<file path="config.mk">
export PLATFORM = sky130hd
export DESIGN_NAME = alu_seq_ctrl
export DESIGN_NICKNAME = d
export VERILOG_FILES = /design/src/rtl/alu_pkg.sv /design/src/rtl/alu_seq_ctrl_not.sv /design/src/rtl/alu_seq_ctrl.sv
export SDC_FILE = /design/constraint.sdc
export NUM_CORES = 1
export LEC_CHECK = 0
export CORE_MARGIN = 2
export CORE_UTILIZATION = 45
export CTS_CLUSTER_DIAMETER = 120
export DETAILED_ROUTE_END_ITERATION = 10
export DONT_BUFFER_PORTS = 1
export PLACE_DENSITY = 0.67
export SLEW_MARGIN = 30
export SYNTH_ARGS = -nofsm -noshare
export SYNTH_HDL_FRONTEND = slang
export SYNTH_HIERARCHICAL = 1
export SYNTH_SLANG_ARGS = --single-unit
</file>
<file path="constraint.sdc">
create_clock -name clk -period 4.8 [get_ports clk]
set_input_delay 0.72 -clock clk [delete_from_list [all_inputs] [get_ports clk]]
set_output_delay 0.72 -clock clk [all_outputs]
set_load 0.03 [all_outputs]
</file>
<file path="src/rtl/alu_pkg.sv">
// Shared opcode, state and sizing definitions for the multi-cycle ALU sequencer.
package alu_pkg;

  localparam int DEFAULT_SIZE = 4;

  localparam logic [2:0] OP_NOT  = 3'b000;
  localparam logic [2:0] OP_AND  = 3'b001;
  localparam logic [2:0] OP_OR   = 3'b010;
  localparam logic [2:0] OP_XOR  = 3'b011;
  localparam logic [2:0] OP_ADD  = 3'b100;
  localparam logic [2:0] OP_SUB  = 3'b101;
  localparam logic [2:0] OP_NEG  = 3'b110;
  localparam logic [2:0] OP_PASS = 3'b111;

  typedef enum logic [1:0] {
    IDLE   = 2'd0,
    PASS1  = 2'd1,
    PASS2  = 2'd2,
    DONE_S = 2'd3
  } state_t;

  // SUB and NEG need an inversion pass before the adder pass.
  function automatic logic is_two_pass(input logic [2:0] op);
    return (op == OP_SUB) || (op == OP_NEG);
  endfunction

endpackage

</file>
<file path="src/rtl/alu_seq_ctrl_not.sv">
// Inversion stage of the ALU datapath; purely combinational bitwise NOT.
module not_mod #(
  parameter int SIZE = 4
) (
  input  logic [SIZE-1:0] a,
  output logic [SIZE-1:0] y
);

  assign y = ~a;

endmodule

</file>
<file path="src/rtl/alu_seq_ctrl.sv">
// Multi-cycle ALU sequencer: START/BUSY handshake, operand latching, one or two
// datapath passes, registered result with carry/zero flags and a DONE pulse.
module alu_seq_ctrl
  import alu_pkg::*;
#(
  parameter int SIZE = DEFAULT_SIZE
) (
  input  logic            clk,
  input  logic            rst,
  input  logic            start,
  input  logic [2:0]      op,
  input  logic [SIZE-1:0] a,
  input  logic [SIZE-1:0] b,
  output logic            busy,
  output logic            done,
  output logic [SIZE-1:0] y,
  output logic            cout,
  output logic            zero
);

  localparam logic [SIZE:0] ONE = (SIZE+1)'(1);

  state_t          state;
  logic [2:0]      op_r;
  logic [SIZE-1:0] a_r;
  logic [SIZE-1:0] b_r;
  logic [SIZE-1:0] tmp;

  logic            accept;
  logic [SIZE-1:0] not_in;
  logic [SIZE-1:0] not_out;
  logic [SIZE:0]   add_sum;
  logic [SIZE:0]   pass2_sum;
  logic [SIZE-1:0] p1_y;
  logic            p1_c;

  assign accept = start && ((state == IDLE) || (state == DONE_S));

  // SUB inverts the subtrahend; every other op that uses the inverter wants A.
  assign not_in = (op_r == OP_SUB) ? b_r : a_r;

  not_mod #(.SIZE(SIZE)) u_not (
    .a (not_in),
    .y (not_out)
  );

  assign add_sum   = {1'b0, a_r} + {1'b0, b_r};
  assign pass2_sum = (op_r == OP_SUB) ? ({1'b0, a_r} + {1'b0, tmp} + ONE)
                                      : ({1'b0, tmp} + ONE);

  always_comb begin
    p1_y = '0;
    p1_c = 1'b0;
    case (op_r)
      OP_NOT:  p1_y = not_out;
      OP_AND:  p1_y = a_r & b_r;
      OP_OR:   p1_y = a_r | b_r;
      OP_XOR:  p1_y = a_r ^ b_r;
      OP_ADD:  {p1_c, p1_y} = add_sum;
      OP_PASS: p1_y = a_r;
      default: p1_y = '0;
    endcase
  end

  always_ff @(posedge clk or posedge rst) begin
    if (rst) begin
      state <= IDLE;
      busy  <= 1'b0;
      done  <= 1'b0;
    end else begin
      done <= 1'b0;
      case (state)
        IDLE: begin
          if (start) begin
            state <= PASS1;
            busy  <= 1'b1;
          end
        end
        PASS1: begin
          if (is_two_pass(op_r)) begin
            state <= PASS2;
          end else begin
            state <= DONE_S;
            busy  <= 1'b0;
            done  <= 1'b1;
          end
        end
        PASS2: begin
          state <= DONE_S;
          busy  <= 1'b0;
          done  <= 1'b1;
        end
        DONE_S: begin
          if (start) begin
            state <= PASS1;
            busy  <= 1'b1;
          end else begin
            state <= IDLE;
          end
        end
        default: state <= IDLE;
      endcase
    end
  end

  // Result registers only move on the edge that enters DONE_S.
  always_ff @(posedge clk or posedge rst) begin
    if (rst) begin
      op_r <= OP_NOT;
      a_r  <= '0;
      b_r  <= '0;
      tmp  <= '0;
      y    <= '0;
      cout <= 1'b0;
      zero <= 1'b0;
    end else begin
      if (accept) begin
        op_r <= op;
        a_r  <= a;
        b_r  <= b;
      end
      case (state)
        PASS1: begin
          if (is_two_pass(op_r)) begin
            tmp <= not_out;
          end else begin
            y    <= p1_y;
            cout <= p1_c;
            zero <= (p1_y == '0);
          end
        end
        PASS2: begin
          y    <= pass2_sum[SIZE-1:0];
          cout <= pass2_sum[SIZE];
          zero <= (pass2_sum[SIZE-1:0] == '0);
        end
        default: ;
      endcase
    end
  end

endmodule

</file>
==> results of run 1 <==
## worst max-delay path, cell delays in order, from the launching register on
cell	delay, ps
dfrtp_1	680
nand3b_4	260
o21ai_0	210
inv_1	80
mux4_2	450
mux2i_1	230
nor2_1	60
a21oi_1	140
a21oi_1	80
## through the flow
step | hold slack, ps | setup WS [ps] | utilization | instances | cell area, µm²
after detailed placement | 583 | 2520 | 0.462 | 238 | 1820
after global placement | 564 | 2520 | 0.462 | 238 | 1820
after global routing | 409 | 2280 | 0.474 | 242 | 1870
final | 363 | 2480 | 0.474 | 242 | 1870
after floorplan | 546 | 2760 | - | 195 | 1800
after CTS | 379 | 2490 | 0.474 | 242 | 1870
## per-layer routing
metal / up-vias / routed length (µm) / GRT usage / share of wire
met5: - / 0 / 0 / 0
li1: 655 / - / - / -
met2: 26 / 1510 / 0.252 / 0.44
met4: 0 / 29 / 0.0383 / 0.0084
met1: 556 / 1760 / 0.238 / 0.51
met3: 4 / 170 / 0.0267 / 0.049
## synth_stat cells, drive strengths merged (2+ instances only)
master	instances	area, µm²
nand2	23	86.3
xnor2	2	17.5
buf	5	40.0
clkbuf	3	11.3
xor2	3	33.8
nor2	8	30.0
mux2i	4	40.0
fa	2	40.0
o21ai	22	110
o22ai	2	12.5
a22oi	3	22.5
nand3	5	30.0
mux4	3	67.6
nor2b	4	25.0
a21oi	12	60.1
inv	23	86.3
o21a	3	22.5
nand3b	2	27.5
ha	18	225
nand2b	3	18.8
o311ai	2	17.5
mux2	7	78.8
dfrtp	25	626
## state kept, by name, indices dropped and copies added (netlist names)
signal and cells:
a_r 4, b_r 4, tmp 4, y 4, op_r 3, state 2, busy 1, cout 1
done 1, zero 1
## final cells by class
class	instances	area, µm²
fill	382	2070
inverter	23	86.3
clock inverter	1	5.00
multi-input combinational	139	1040
clock buffer	3	41.3
timing repair buffer	1	7.51
sequential	25	626
tap	50	62.6
## logic make-up (layout without fill, tap and decap cells)
family | Yosys count | count (layout)
xor+xnor | 5 | 5
compound gates | 49 | 49
buf+inv | 31 | 28
flops | 25 | 25
simple gates | 51 | 51
fa+ha+maj | 20 | 20
mux | 14 | 14
## final timing paths
check,depth (start not counted),slack (ps),end,start
min in group clk,1,520,state[1],start
max,8,2480,y[1],op_r[2]
max reg2reg,8,2480,y[1],op_r[2]
max in group asynchronous,1,4080,b_r[3],rst
min reg2reg,2,590,b_r[2],b_r[2]
min,1,360,y[1],rst
==> out/metrics.yaml, run 1 <==
grt:
  grt_pass1_vias: 1141
  grt_overflow: 0
  grt_max_degree: 26
  grt_pass1_wl_um: 5490
  grtUsageTotal: 0.163
  antenna_found_initial: 0
floorplan:
  die-area_um2: 4530
  num_rows: 23
  io_pins: 22
  fp.dieW_um: 67.3
  initial_utilization: 0.458
  die_y_um: 67.3
  core_area_um2: 3940
drt:
  drt_wl_total_um: 3470
  wl_per_cell_um: 14.3
  detailroute.via_count: 1241
  antenna_left: 0
  drc_errors: 0
  first_pass_iters: 4
  dr.first_iter.drc_count: 64
  vias_per_cell: 5.13
finish:
  drive_gt1_frac: 0.0990
  mostFrequentLayoutCells: "dfrtp_1, nand2_1, inv_1"
  layout_commonest_cell: "dfrtp_1"
  diodes: 0
  final_nets: 227
  area_growth_pct: 3.61
yosys:
  synth_top_family_by_area: "compound AO/OA/AOI/OAI gates"
  yosys.area_share.simple: 0.141
  ys_types: 41
  synth_compound_area_frac: 0.157
  syn_avg_cell_area_um2: 9.25
  synth_warnings: 6
  syn_area_um2: 1800
  syn-num-nets: 229
  synthMuxAreaShare: 0.103
  async_reset_ff_frac: 1.00
  synth-edff-count: 0
  ys_seq_elements: 25
  synth_xor_area_frac: 0.0284
  syn_inst: 195
  ys_seq_area_frac: 0.347
  synthAdderAreaFrac: 0.147
  ys.flop_type: "dfrtp_1"
sta:
  fin_setup_tns_ps: 0
  rsz0062_at_grt: "no"
  final.setup_skew_ps: 4.74
  finalSetupViolCount: 0
  worstMarginPinSlew_ps: 541
  report.final.hold_viol_count: 0
  fin_crit_sh: 0.484
  fmax_ghz: 0.431
  slew-limit-headroom: 0.639
  period_minus_slack_ps: 2320
  slew_viol_final: 0
clocking:
  clkLatencyLatePin_ps: 270
  cts_tree: "yes"
  clk_path_buf_depth: 2
  path_clk_slew_ps: 90
  post-cts-setup-buffers: 0
  ctsHtreeMaxLevel: 1
  cts_sinks: 25
  numCtsBuffers: 3
  clockRootBuffer: "clkbuf_8"
  cts_resized: 0
  ctsHoldBuffers: 0
worst_setup_path:
  endpoint_kind: "register"
  worstPathArrival_ps: 2470
  crit_path_max_fanout: 16
  cp.required_ps: 4950
  critPathKind: "reg2reg"
  critPathLaunchType: "register"
placement:
  hpwlAfterDp_um: 2630
  gp_congestion: 0.835
  io_buffers: 0
status:
  outcome: "complete, no violations"
min_path:
  hold_path.class: "in2async"
run:
  drv_cap: 0
Power of run 1 is left out: the tool's default activity adds up to more than one toggle a clock period on the data nets, which glitch-free logic cannot reach.
==> inputs of run 2 (changes only) <==
clock period = 2.4 ns   (was 4.8 ns; I/O delays follow)
==> run 2 against run 1 <==
  * Sequential share of layout area down 0.57 points
  * Register-to-register slack worse by 2200 ps
  * Utilization up 0.83 points
  * Clock skew up 4.9 ps
  * Clock-buffer cell count unchanged
  * Routed wire length down 2.9%
  * Die area unchanged
  * Cell area up 1.7%
  * Critical path depth unchanged
  * Final cell count up 1.7%
  * Via count up 4.3%
  * Global-route usage up 0.77 points
==> out/metrics.yaml, run 2 (synthesized netlist as in run 1, its figures left out) <==
status:
  outcome: "complete, no violations"
clocking:
  path_clk_slew_ps: 100  # about the same
  ctsHtreeMaxLevel: 1  # unchanged
  cts_tree: "yes"
  post-cts-setup-buffers: 0  # unchanged
  clkLatencyLatePin_ps: 280  # about the same
  clockRootBuffer: "clkbuf_8"
  numCtsBuffers: 3  # unchanged
  cts_resized: 0  # unchanged
  clk_path_buf_depth: 2  # unchanged
  ctsHoldBuffers: 0  # unchanged
  cts_sinks: 25  # unchanged
sta:
  slew-limit-headroom: 0.749  # +0.110
  fmax_ghz: 0.471  # +9.3%
  slew_viol_final: 0  # unchanged
  report.final.hold_viol_count: 0  # unchanged
  final.setup_skew_ps: 9.66  # +4.91 ps
  finalSetupViolCount: 0  # unchanged
  fin_crit_sh: 0.885  # +0.401
  period_minus_slack_ps: 2120  # -198 ps
  final.setup.worst_slack_ps: 275  # -2200 ps
  rsz0062_at_grt: "no"
  fin_setup_tns_ps: 0  # unchanged
  worstMarginPinSlew_ps: 377  # -164 ps
drt:
  vias_per_cell: 5.26  # +2.6%
  first_pass_iters: 4  # unchanged
  detailroute.via_count: 1294  # +4.3%
  antenna_left: 0  # unchanged
  wl_per_cell_um: 13.7  # -4.4%
  drc_errors: 0  # unchanged
  dr.first_iter.drc_count: 57  # -11%
  drt_wl_total_um: 3370  # -2.9%
grt:
  grt_max_degree: 26  # unchanged
  grt.busiest_layer: "met2"
  use_met2: 0.276  # +0.0235
  grt_util_met3: 0.0233  # -0.00333
  grtUsageTotal: 0.170  # +0.00767
  grt_pass1_vias: 1261  # +11%
  grt_pass1_wl_um: 5840  # +6.3%
  antenna_found_initial: 0  # unchanged
  met1_usage: 0.236  # -0.00200
  grt_overflow: 0  # unchanged
placement:
  io_buffers: 0  # unchanged
  gp_congestion: 0.848  # +1.5%
  hpwlAfterDp_um: 2570  # -2.2%
  dp_slack_ps: 314  # -2200 ps
finish:
  layout_commonest_cell: "dfrtp_1"
  area_growth_pct: 5.41
  drive_gt1_frac: 0.112  # +0.0133
  diodes: 0  # unchanged
  final_nets: 231  # +1.8%
  mostFrequentLayoutCells: "dfrtp_1, inv_1, nand2_1"
worst_setup_path:
  critPathBufInv: 0  # -1
  endpoint_kind: "register"
  critPathMaxStageDelay_ps: 420  # -260 ps
  cp.required_ps: 2600  # -2350 ps
  ff2ff_path_depth: 8  # unchanged
  rrSetupSlack_ps: 280  # -2200 ps
  rr_endpoint: "zero"
  worstPathArrival_ps: 2320  # -150 ps
  critPathKind: "reg2reg"
  crit_path_max_fanout: 4  # -12
  critPathLaunchType: "register"
  reg2reg_from: "a_r[0]"
  path_cells: "ha_1 > fa_1 > xnor2_1 > o22ai_1 > o21ai_0 > nor3b_1 > nand4_1 > a31oi_1"
  cpMaxStageDelayCell: "dfrtp_1"
  critical-path-top-delay-family: "adder cells"
floorplan:
  die_y_um: 67.3  # unchanged
  num_rows: 23  # unchanged
  core_area_um2: 3940  # unchanged
  initial_utilization: 0.458  # unchanged
  die-area_um2: 4530  # unchanged
  fp.dieW_um: 67.3  # unchanged
  io_pins: 22  # unchanged
run:
  drv_cap: 0  # unchanged
min_path:
  hold_path.class: "in2async"
run 2: cell count changes in the layout (fill, tap and decap cells not counted), sizes merged:
cell	before	now
buf	1	5
clkinv	1	0
clkinvlp	0	1
run 2: worst register-to-register path, delay by kind of cell, from the launching register on:
kind | cells | cell delay (ps)
fa+ha+maj | 2 | 660
flops | 1 | 420
compound gates | 3 | 400
xor+xnor | 1 | 170
simple gates | 2 | 410
run 2: per-stage QoR:
stage / instances / hold slack [ps] / cell area (µm²) / util
floorplan: 195 / 387 / 1800 / -
global placement: 242 / 329 / 1850 / 0.470
detailed placement: 242 / 329 / 1850 / 0.470
CTS: 246 / 22.8 / 1900 / 0.482
global route: 246 / 44.7 / 1900 / 0.482
finish: 246 / 9.31 / 1900 / 0.482
run 2: layout make-up:
class | count | area [µm²]
fillers | 372 | 2040
multi-input cells | 139 | 1040
clock inverters | 1 | 7.51
repair buffers | 5 | 37.5
flip-flops and latches | 25 | 626
clock buffers | 3 | 41.3
well taps | 50 | 62.6
inverters | 23 | 86.3
run 2: worst max-delay path by stage:
stage             from   end  slack, ps  cells past startpoint
6_report        a_r[0]  zero        280                      8
5_1_grt         a_r[0]  zero         60                      8
4_1_cts         a_r[0]  zero        280                      8
3_5_place_dp    a_r[0]  zero        310                      8
3_3_place_gp    a_r[0]  zero        350                      8
2_1_floorplan  op_r[1]  y[3]        360                      9
run 2: metal layers:
layer,vias up,routed length (µm)
met4,0,43
met2,26,1540
met3,4,130
met1,595,1660
li1,669,-
met5,-,0
Power of run 2 is left out for the same reason.
